`src/rtl/mem_arbiter.sv`:
```
// Two-master round-robin arbiter in front of a single-port RAM.
// Define MEM_ARB_PERF_EN to add the per-master saturating grant counters.
module mem_arbiter #(
  parameter int RD_LATENCY = 1
) (
  input  logic        clk,
  input  logic        rst_n,
`ifdef MEM_ARB_PERF_EN
  output logic [15:0] m0_grants,
  output logic [15:0] m1_grants,
`endif
  input  logic [31:0] m0_addr,
  input  logic        m0_rstrb,
  input  logic [31:0] m0_wdata,
  input  logic [3:0]  m0_wmask,
  output logic [31:0] m0_rdata,
  output logic        m0_busy,
  output logic        m0_done,
  input  logic [31:0] m1_addr,
  input  logic        m1_rstrb,
  input  logic [31:0] m1_wdata,
  input  logic [3:0]  m1_wmask,
  output logic [31:0] m1_rdata,
  output logic        m1_busy,
  output logic        m1_done,
  output logic [31:0] s_addr,
  output logic        s_rstrb,
  output logic [31:0] s_wdata,
  output logic [3:0]  s_wmask,
  input  logic [31:0] s_rdata
);

  typedef enum logic [1:0] {IDLE, ISSUE, WAIT} state_t;

  state_t           state;
  logic [1:0]       req;
  logic [1:0]       busy;
  logic [1:0]       done;
  logic [1:0]       wr;
  logic [1:0][31:0] in_addr;
  logic [1:0][31:0] in_wdata;
  logic [1:0][3:0]  in_wmask;
  logic [1:0][31:0] sl_addr;
  logic [1:0][31:0] sl_wdata;
  logic [1:0][3:0]  sl_wmask;
  logic [1:0][31:0] rd;
  logic             last_grant;
  logic             cur;
  logic             win;
  logic [2:0]       cnt;

  assign in_addr  = {m1_addr, m0_addr};
  assign in_wdata = {m1_wdata, m0_wdata};
  assign in_wmask = {m1_wmask, m0_wmask};
  assign req[0]   = m0_rstrb | (|m0_wmask);
  assign req[1]   = m1_rstrb | (|m1_wmask);

  assign m0_busy  = busy[0];
  assign m1_busy  = busy[1];
  assign m0_done  = done[0];
  assign m1_done  = done[1];
  assign m0_rdata = rd[0];
  assign m1_rdata = rd[1];

  // Tie goes to the master that was not granted last.
  assign win = (&busy) ? ~last_grant : busy[1];

  always_ff @(posedge clk or negedge rst_n) begin
    if (!rst_n) begin
      state      <= IDLE;
      busy       <= '0;
      done       <= '0;
      wr         <= '0;
      sl_addr    <= '0;
      sl_wdata   <= '0;
      sl_wmask   <= '0;
      rd         <= '0;
      last_grant <= 1'b1;
      cur        <= 1'b0;
      cnt        <= '0;
      s_addr     <= '0;
      s_rstrb    <= 1'b0;
      s_wdata    <= '0;
      s_wmask    <= '0;
    end else begin
      done <= '0;
      for (int i = 0; i < 2; i++) begin
        if (!busy[i] && req[i]) begin
          busy[i]     <= 1'b1;
          sl_addr[i]  <= in_addr[i];
          sl_wdata[i] <= in_wdata[i];
          sl_wmask[i] <= in_wmask[i];
          wr[i]       <= |in_wmask[i];
        end
      end
      unique case (state)
        IDLE: begin
          if (|busy) begin
            cur        <= win;
            last_grant <= win;
            s_addr     <= sl_addr[win];
            s_wdata    <= sl_wdata[win];
            if (wr[win]) s_wmask <= sl_wmask[win];
            else         s_rstrb <= 1'b1;
            state <= ISSUE;
          end
        end
        ISSUE: begin
          s_rstrb <= 1'b0;
          s_wmask <= '0;
          if (wr[cur]) begin
            done[cur] <= 1'b1;
            busy[cur] <= 1'b0;
            state     <= IDLE;
          end else begin
            cnt   <= 3'(RD_LATENCY);
            state <= WAIT;
          end
        end
        WAIT: begin
          cnt <= cnt - 3'd1;
          if (cnt == 3'd1) begin
            rd[cur]   <= s_rdata;
            done[cur] <= 1'b1;
            busy[cur] <= 1'b0;
            state     <= IDLE;
          end
        end
        default: state <= IDLE;
      endcase
    end
  end

`ifdef MEM_ARB_PERF_EN
  logic [1:0][15:0] grants;

  always_ff @(posedge clk or negedge rst_n) begin
    if (!rst_n) begin
      grants <= '0;
    end else if (state == ISSUE && grants[cur] != 16'hFFFF) begin
      grants[cur] <= grants[cur] + 16'd1;
    end
  end

  assign m0_grants = grants[0];
  assign m1_grants = grants[1];
`endif

endmodule
```
`config.mk`:
```
export PLATFORM = sky130hd
export DESIGN_NAME = mem_arbiter
export DESIGN_NICKNAME = d
export VERILOG_FILES = /design/src/rtl/mem_arbiter.sv
export SDC_FILE = /design/constraint.sdc
export NUM_CORES = 1
export LEC_CHECK = 0
export CORE_UTILIZATION = 32
export CTS_CLUSTER_SIZE = 25
export DETAILED_ROUTE_END_ITERATION = 16
export PLACE_DENSITY_LB_ADDON = 0.12
export SLEW_MARGIN = 20
export SYNTH_ARGS = -nofsm -noshare
export SYNTH_HDL_FRONTEND = slang
export SYNTH_SLANG_ARGS = --single-unit
```
`constraint.sdc`:
```
create_clock -name clk -period 2.4 [get_ports clk]
set_input_delay 0.36 -clock clk [delete_from_list [all_inputs] [get_ports clk]]
set_output_delay 0.36 -clock clk [all_outputs]
set_load 0.02 [all_outputs]
```
==> impl_metrics.py, run 1 <==
metrics = {
    "clock_tree": {
        "cts_root_buf": "clkbuf_16",
        "cts_buffers": 35,
        "postCtsResizedCells": 0,
        "postCtsSetupRepairBufs": 0,
        "cts_tree": "built",
        "cts_htree_levels": 2,
        "clockBufferDepth": 3,
        "cts_num_sinks": 282,
        "clk_latency_ps": 510,
        "clkTransAtPathRegs_ps": 50,
    },
    "finish": {
        "area_growth_pct": 41.68,
        "stdcell_area_um2": 16380,
        "nNetsFinal": 1307,
        "drive_gt1_share_pct": 25.11,
        "final_cell_mix": "clkdlybuf4s50_1 (307), dfrtp_1 (281), mux2_2 (165)",
        "finalNonFillerCells": 1612,
        "antenna_cells": 0,
        "final_util_pct": 46.06,
        "layout_commonest_cell": "clkdlybuf4s50_1",
    },
    "power_and_ir_drop": {
        "p_seq_share_pct": 35.1,
        "p_int_uw": 15990,
        "power-per-cell-area_nw_per_um2": 1479,
        "p_sw_share_pct": 34.03,
        "power_frac_clock_pct": 20.9,
        "pwr-share-comb_pct": 44.0,
        "p_leak_uw": 0.007088,
        "vdd_drop_max_mv": 0.7524,
        "p_sw_uw": 8248,
    },
    "synth": {
        "synthCells": 810,
        "synth_fp_nets": 987,
        "async_flop_share_pct": 100.0,
        "synth_cell_types": 39,
        "ys_ff_latch": 282,
        "yosysWarnings": 0,
        "synthFlopType": "dfrtp_1",
        "synth.yosys.seq_area_share_pct": 61.03,
        "synth_area_um2": 11560,
        "synth_area_per_cell_um2": 14.28,
        "synth_enable_flop_cells": 0,
    },
    "critical_path": {
        "start_kind": "flop",
        "slowest_stage": "clkdlybuf4s50_1",
        "critPathTopFamily": "buffers and inverters",
        "timing.critical_path.cells": "clkdlybuf4s50_1",
        "crit_buf_inv": 1,
        "worst-path-max-fanout": 11,
        "critPathKind": "reg2out",
        "end_kind": "output pin",
        "cp.arrival_ps": 1860,
        "crit_required_ps": 2040,
        "crit_path_max_incr_delay_ps": 750,
    },
    "floorplan": {
        "coreArea_um2": 35570,
        "die_h_um": 192.1,
        "die_area_um2": 36900,
        "io_pins": 309,
        "start_util_pct": 32.51,
        "die_x_um": 192.1,
        "num_rows": 69,
    },
    "sta": {
        "max_freq_ghz": 0.4512,
        "rsz0062_at_grt": "no",
        "fin_setup_tns_ps": 0,
        "worst_pin_slew_ps": 453.2,
        "fin_worst_skew_ps": 18.96,
        "slew-limit-headroom_pct": 69.72,
        "hold_violations": 0,
        "fin_crit_ps": 2216,
        "slew_violations": 0,
        "setup_viol": 0,
        "fin_crit_sh_pct": 92.34,
    },
    "route": {
        "vias": 7390,
        "drtIter0Drc": 296,
        "dr.pass1.iters": 4,
        "antenna_left": 0,
        "drt-vias-per-instance": 4.584,
        "wl_per_cell_um": 17.97,
        "wirelength_um": 28960,
        "drcViolationCount": 0,
    },
    "global_route": {
        "grt_pass1_wl_um": 44520,
        "grt_max_degree": 64,
        "antenna_found_initial": 2,
        "grt_pass1_vias": 7687,
        "grt_usage_pct": 15.60,
        "overflow": 0,
    },
    "placement": {
        "dp.final_hpwl_um": 19700,
        "placed_area_um2": 15270,
        "gp_congestion": 0.7187,
        "placed_cells": 1553,
        "io_buffers": 308,
    },
    "flow_run": {
        "cap_violations": 0,
    },
    "outcome": {
        "status": "completed",
    },
    "hold_path": {
        "hp-class": "in2async",
    },
}
cells by family after synthesis:
kind of cell,after synthesis,synth area share [%]
fa+ha+maj,5,0.5409
simple gates,102,3.949
compound gates,97,4.739
buf+inv,55,2.943
mux,269,26.80
flops,282,61.03
flip-flops by register name, summed over array words and instances (netlist names):
| signal | flops |
|---|---|
| sl_wmask | 8 |
| s_wdata | 32 |
| busy | 2 |
| s_rstrb | 1 |
| m0_rdata | 32 |
| cnt | 3 |
| s_wmask | 4 |
| last_grant | 1 |
| sl_wdata | 64 |
| cur | 1 |
| sl_addr | 64 |
| done | 2 |
| state | 2 |
| m1_rdata | 32 |
| s_addr | 32 |
| wr | 2 |
power groups by stage:
stage,clock [uW],combinational (uW),sequential (uW)
6_report,5070,10700,8500
5_1_grt,5450,11500,8830
4_1_cts,5260,10900,8530
3_5_place_dp,0,10900,8580
3_3_place_gp,0,10700,8540
2_1_floorplan,0,5450,9690
final cells by class:
cell class,instances,area (um^2)
repair buffers,331,3413
clock buffers,52,1052
clock inverters,6,55.05
well taps,461,576.8
multi-input cells,473,4203
flip-flops and latches,282,7058
inverters,7,26.28
fillers,3290,19180
path summary, 6_finish.rpt:
path / start / endpoint / slack [ps] / depth (start not counted)
worst max-delay path: busy[0]$_DFF_PN0_ / m0_busy / 180 / 1
worst min-delay path: rst_n / m1_rdata[9]$_DFFE_PN0P_ / 370 / 2
worst max register to register: state[0]$_DFFE_PN0P_ / s_wmask[1]$_DFFE_PN0P_ / 440 / 6
worst min register to register: s_wdata[17]$_DFFE_PN0P_ / s_wdata[17]$_DFFE_PN0P_ / 470 / 2
max in group asynchronous: rst_n / sl_wdata[9]$_DFFE_PN0P_ / 1290 / 3
min in group clk: m0_wdata[7] / sl_wdata[7]$_DFFE_PN0P_ / 460 / 2
per-stage QoR:
stage               hold WS [ps]  setup slack, ps  total power, uW
CTS                        376.4            125.5            24670
global route               398.2            107.4            25810
finish                     366.6            183.8            24230
detailed placement         321.1            144.3            19440
global placement           323.6            174.9            19280
floorplan                  64.41            626.9            15150
metal layers:
metal / vias to the layer above / GRT usage, % / share of wire, %
met5: - / 0 / 0
li1: 3488 / - / -
met2: 211 / 25.17 / 46
met4: 0 / 3.876 / 1.7
met3: 37 / 5.280 / 8.2
met1: 3654 / 20.01 / 44
synth_stat cells (2+ instances only):
library cell  count  area, um^2
mux2_4           40       600.6
ha_1              5       62.56
a32oi_1           2       17.52
a31oi_1           2       12.51
nand2_1          83       311.6
buf_2            26       130.1
a21oi_2           2       17.52
nand4b_1          2       17.52
a21oi_1           9       45.04
o21ai_0          69       345.3
nor4_4            2       42.54
mux2_2          165        1858
inv_1             7       26.28
dfrtp_1         281        7032
clkbuf_1          3       11.26
buf_6            10       112.6
nand2b_1          3       18.77
mux2i_1          64       640.6
buf_4             6       45.04
o21a_1            2       15.01
nor2b_1           4       25.02
clkbuf_2          3       15.01
nor2_1            4       15.01
what timing repair did:
action	CTS	global route
endpoints found under the setup margin	0	0
hold endpoints to repair	44	0
hold buffers	1	0
Power figures use the tool's default switching activity.
==> run 2, diff against run 1 <==
Settings changed: REMOVE_ABC_BUFFERS from default to 1.
Clock period 2.4 ns to 2.2 ns, I/O delays scaled along.
==> impl_metrics.py, run 2 (synthesized netlist as in run 1, its figures left out) <==
metrics = {
    "route": {
        "wl_per_cell_um": 18.00,
        "antenna_left": 0,
        "drtIter0Drc": 257,
        "vias": 7411,
        "dr_wl_met2_um": 12530,
        "wirelength_um": 29070,
        "met3_length_um": 3036,
        "top_layer_used": "met5",
        "dr.pass1.iters": 4,
        "route.layer.met1.wl_um": 13100,
        "drt-vias-per-instance": 4.589,
        "drcViolationCount": 0,
    },
    "hold_path": {
        "hp-class": "in2async",
    },
    "sta": {
        "timing.hold.ws_ps": 332.1,
        "fin_crit_sh_pct": 94.98,
        "slew_violations": 0,
        "fin_worst_skew_ps": 14.92,
        "slew-limit-headroom_pct": 73.96,
        "fin_crit_ps": 2090,
        "rsz0062_at_grt": "no",
        "max_freq_ghz": 0.4786,
        "hold_violations": 0,
        "setup_viol": 0,
        "worst_pin_slew_ps": 389.4,
        "fin_setup_tns_ps": 0,
    },
    "critical_path": {
        "slowest_stage": "clkdlybuf4s50_1",
        "crit_buf_inv": 1,
        "critPathKind": "reg2out",
        "crit_required_ps": 1870,
        "r2r-start": "state[1]$_DFFE_PN0P_",
        "worst-path-max-fanout": 11,
        "crit_path_max_incr_delay_ps": 680,
        "cp.arrival_ps": 1760,
        "rr_worst_depth": 6,
        "path_depth": 1,
        "crit_end": "m1_busy",
        "critPathTopFamily": "buffers and inverters",
        "reg2reg_slack_ps": 340,
        "start_kind": "flop",
        "reg2reg_to": "s_wmask[0]$_DFFE_PN0P_",
        "end_kind": "output pin",
        "startpoint": "busy[1]$_DFF_PN0_",
        "timing.critical_path.cells": "clkdlybuf4s50_1",
    },
    "global_route": {
        "grt_usage_pct": 15.93,
        "overflow": 0,
        "grt_pass1_vias": 7829,
        "antenna_found_initial": 5,
        "grt_pass1_wl_um": 45550,
        "grt_max_degree": 55,
    },
    "finish": {
        "reg.largest.list": "sl_addr: 64 flops, sl_wdata: 64 flops",
        "stdcell_area_um2": 16470,
        "layout_commonest_cell": "clkdlybuf4s50_1",
        "nNetsFinal": 1309,
        "final_cell_mix": "clkdlybuf4s50_1 (307), dfrtp_1 (280), mux2_2 (165)",
        "final_util_pct": 46.30,
        "finalNonFillerCells": 1615,
        "drive_gt1_share_pct": 25.30,
        "area_growth_pct": 42.40,
        "antenna_cells": 0,
    },
    "placement": {
        "placed_area_um2": 15320,
        "placed_cells": 1556,
        "dp.final_hpwl_um": 19960,
        "io_buffers": 308,
        "gp_congestion": 0.7321,
    },
    "clock_tree": {
        "cts_tree": "built",
        "clk_latency_ps": 500,
        "cts_htree_levels": 2,
        "cts_num_sinks": 282,
        "cts_buffers": 34,
        "cts_root_buf": "clkbuf_16",
        "clkTransAtPathRegs_ps": 60,
        "clockBufferDepth": 3,
    },
    "outcome": {
        "status": "completed",
    },
    "floorplan": {
        "io_pins": 309,
        "die_area_um2": 36900,
        "start_util_pct": 32.51,
        "die_h_um": 192.1,
        "coreArea_um2": 35570,
        "die_x_um": 192.1,
        "num_rows": 69,
    },
    "power_and_ir_drop": {
        "p_int_uw": 17650,
        "vdd_drop_max_mv": 0.7242,
        "p_sw_uw": 9062,
        "power-per-cell-area_nw_per_um2": 1622,
        "p_seq_share_pct": 34.7,
        "pwr-share-comb_pct": 44.1,
        "p_leak_uw": 0.007123,
        "power_frac_clock_pct": 21.2,
        "p_sw_share_pct": 33.92,
    },
    "flow_run": {
        "cap_violations": 0,
    },
}
run 2: area by class of cell:
cell class,count,area (um^2)
fillers,3234,19100
flip-flops and latches,282,7059
clock buffers,53,1056
clock inverters,5,78.83
well taps,461,576.8
repair buffers,334,3473
multi-input cells,473,4198
inverters,7,26.28
run 2: worst min path at each step:
stage	to	depth (start not counted)
floorplan	busy[0]$_DFF_PN0_	0
global placement	m0_rdata[18]$_DFFE_PN0P_	1
detailed placement	m0_rdata[21]$_DFFE_PN0P_	1
CTS	s_wmask[3]$_DFFE_PN0P_	2
global route	m1_rdata[5]$_DFFE_PN0P_	2
finish	m1_rdata[5]$_DFFE_PN0P_	2
run 2: layer usage:
metal | GRT usage [%] | vias to the layer above
met1 | 21.21 | 3627
li1 | - | 3487
met3 | 6.815 | 36
met2 | 23.97 | 255
met5 | 0 | -
met4 | 3.362 | 6
run 2: stage by stage:
step | power, uW | setup slack (ps)
6_report | 26720 | 110.5
5_1_grt | 28540 | 40.59
4_1_cts | 27180 | 30.85
3_5_place_dp | 21360 | 109.7
3_3_place_gp | 21180 | 143.2
2_1_floorplan | 16210 | -1100
run 2: power groups by stage:
| stage | clock network, uW | logic [uW] | registers, uW |
|---|---|---|---|
| after floorplan | 0 | 5620 | 10600 |
| after global placement | 0 | 11900 | 9330 |
| after detailed placement | 0 | 12000 | 9370 |
| after CTS | 5860 | 12000 | 9310 |
| after global routing | 6060 | 12800 | 9650 |
| final | 5650 | 11800 | 9270 |
run 2: timing repair:
| action | 4_1_cts | 5_1_grt |
|---|---|---|
| hold buffers | 1 | 0 |
| setup endpoints to repair | 0 | 1 |
| buffers inserted | 0 | 0 |
| resized for setup | 0 | 1 |
| endpoints found under the hold margin | 30 | 0 |
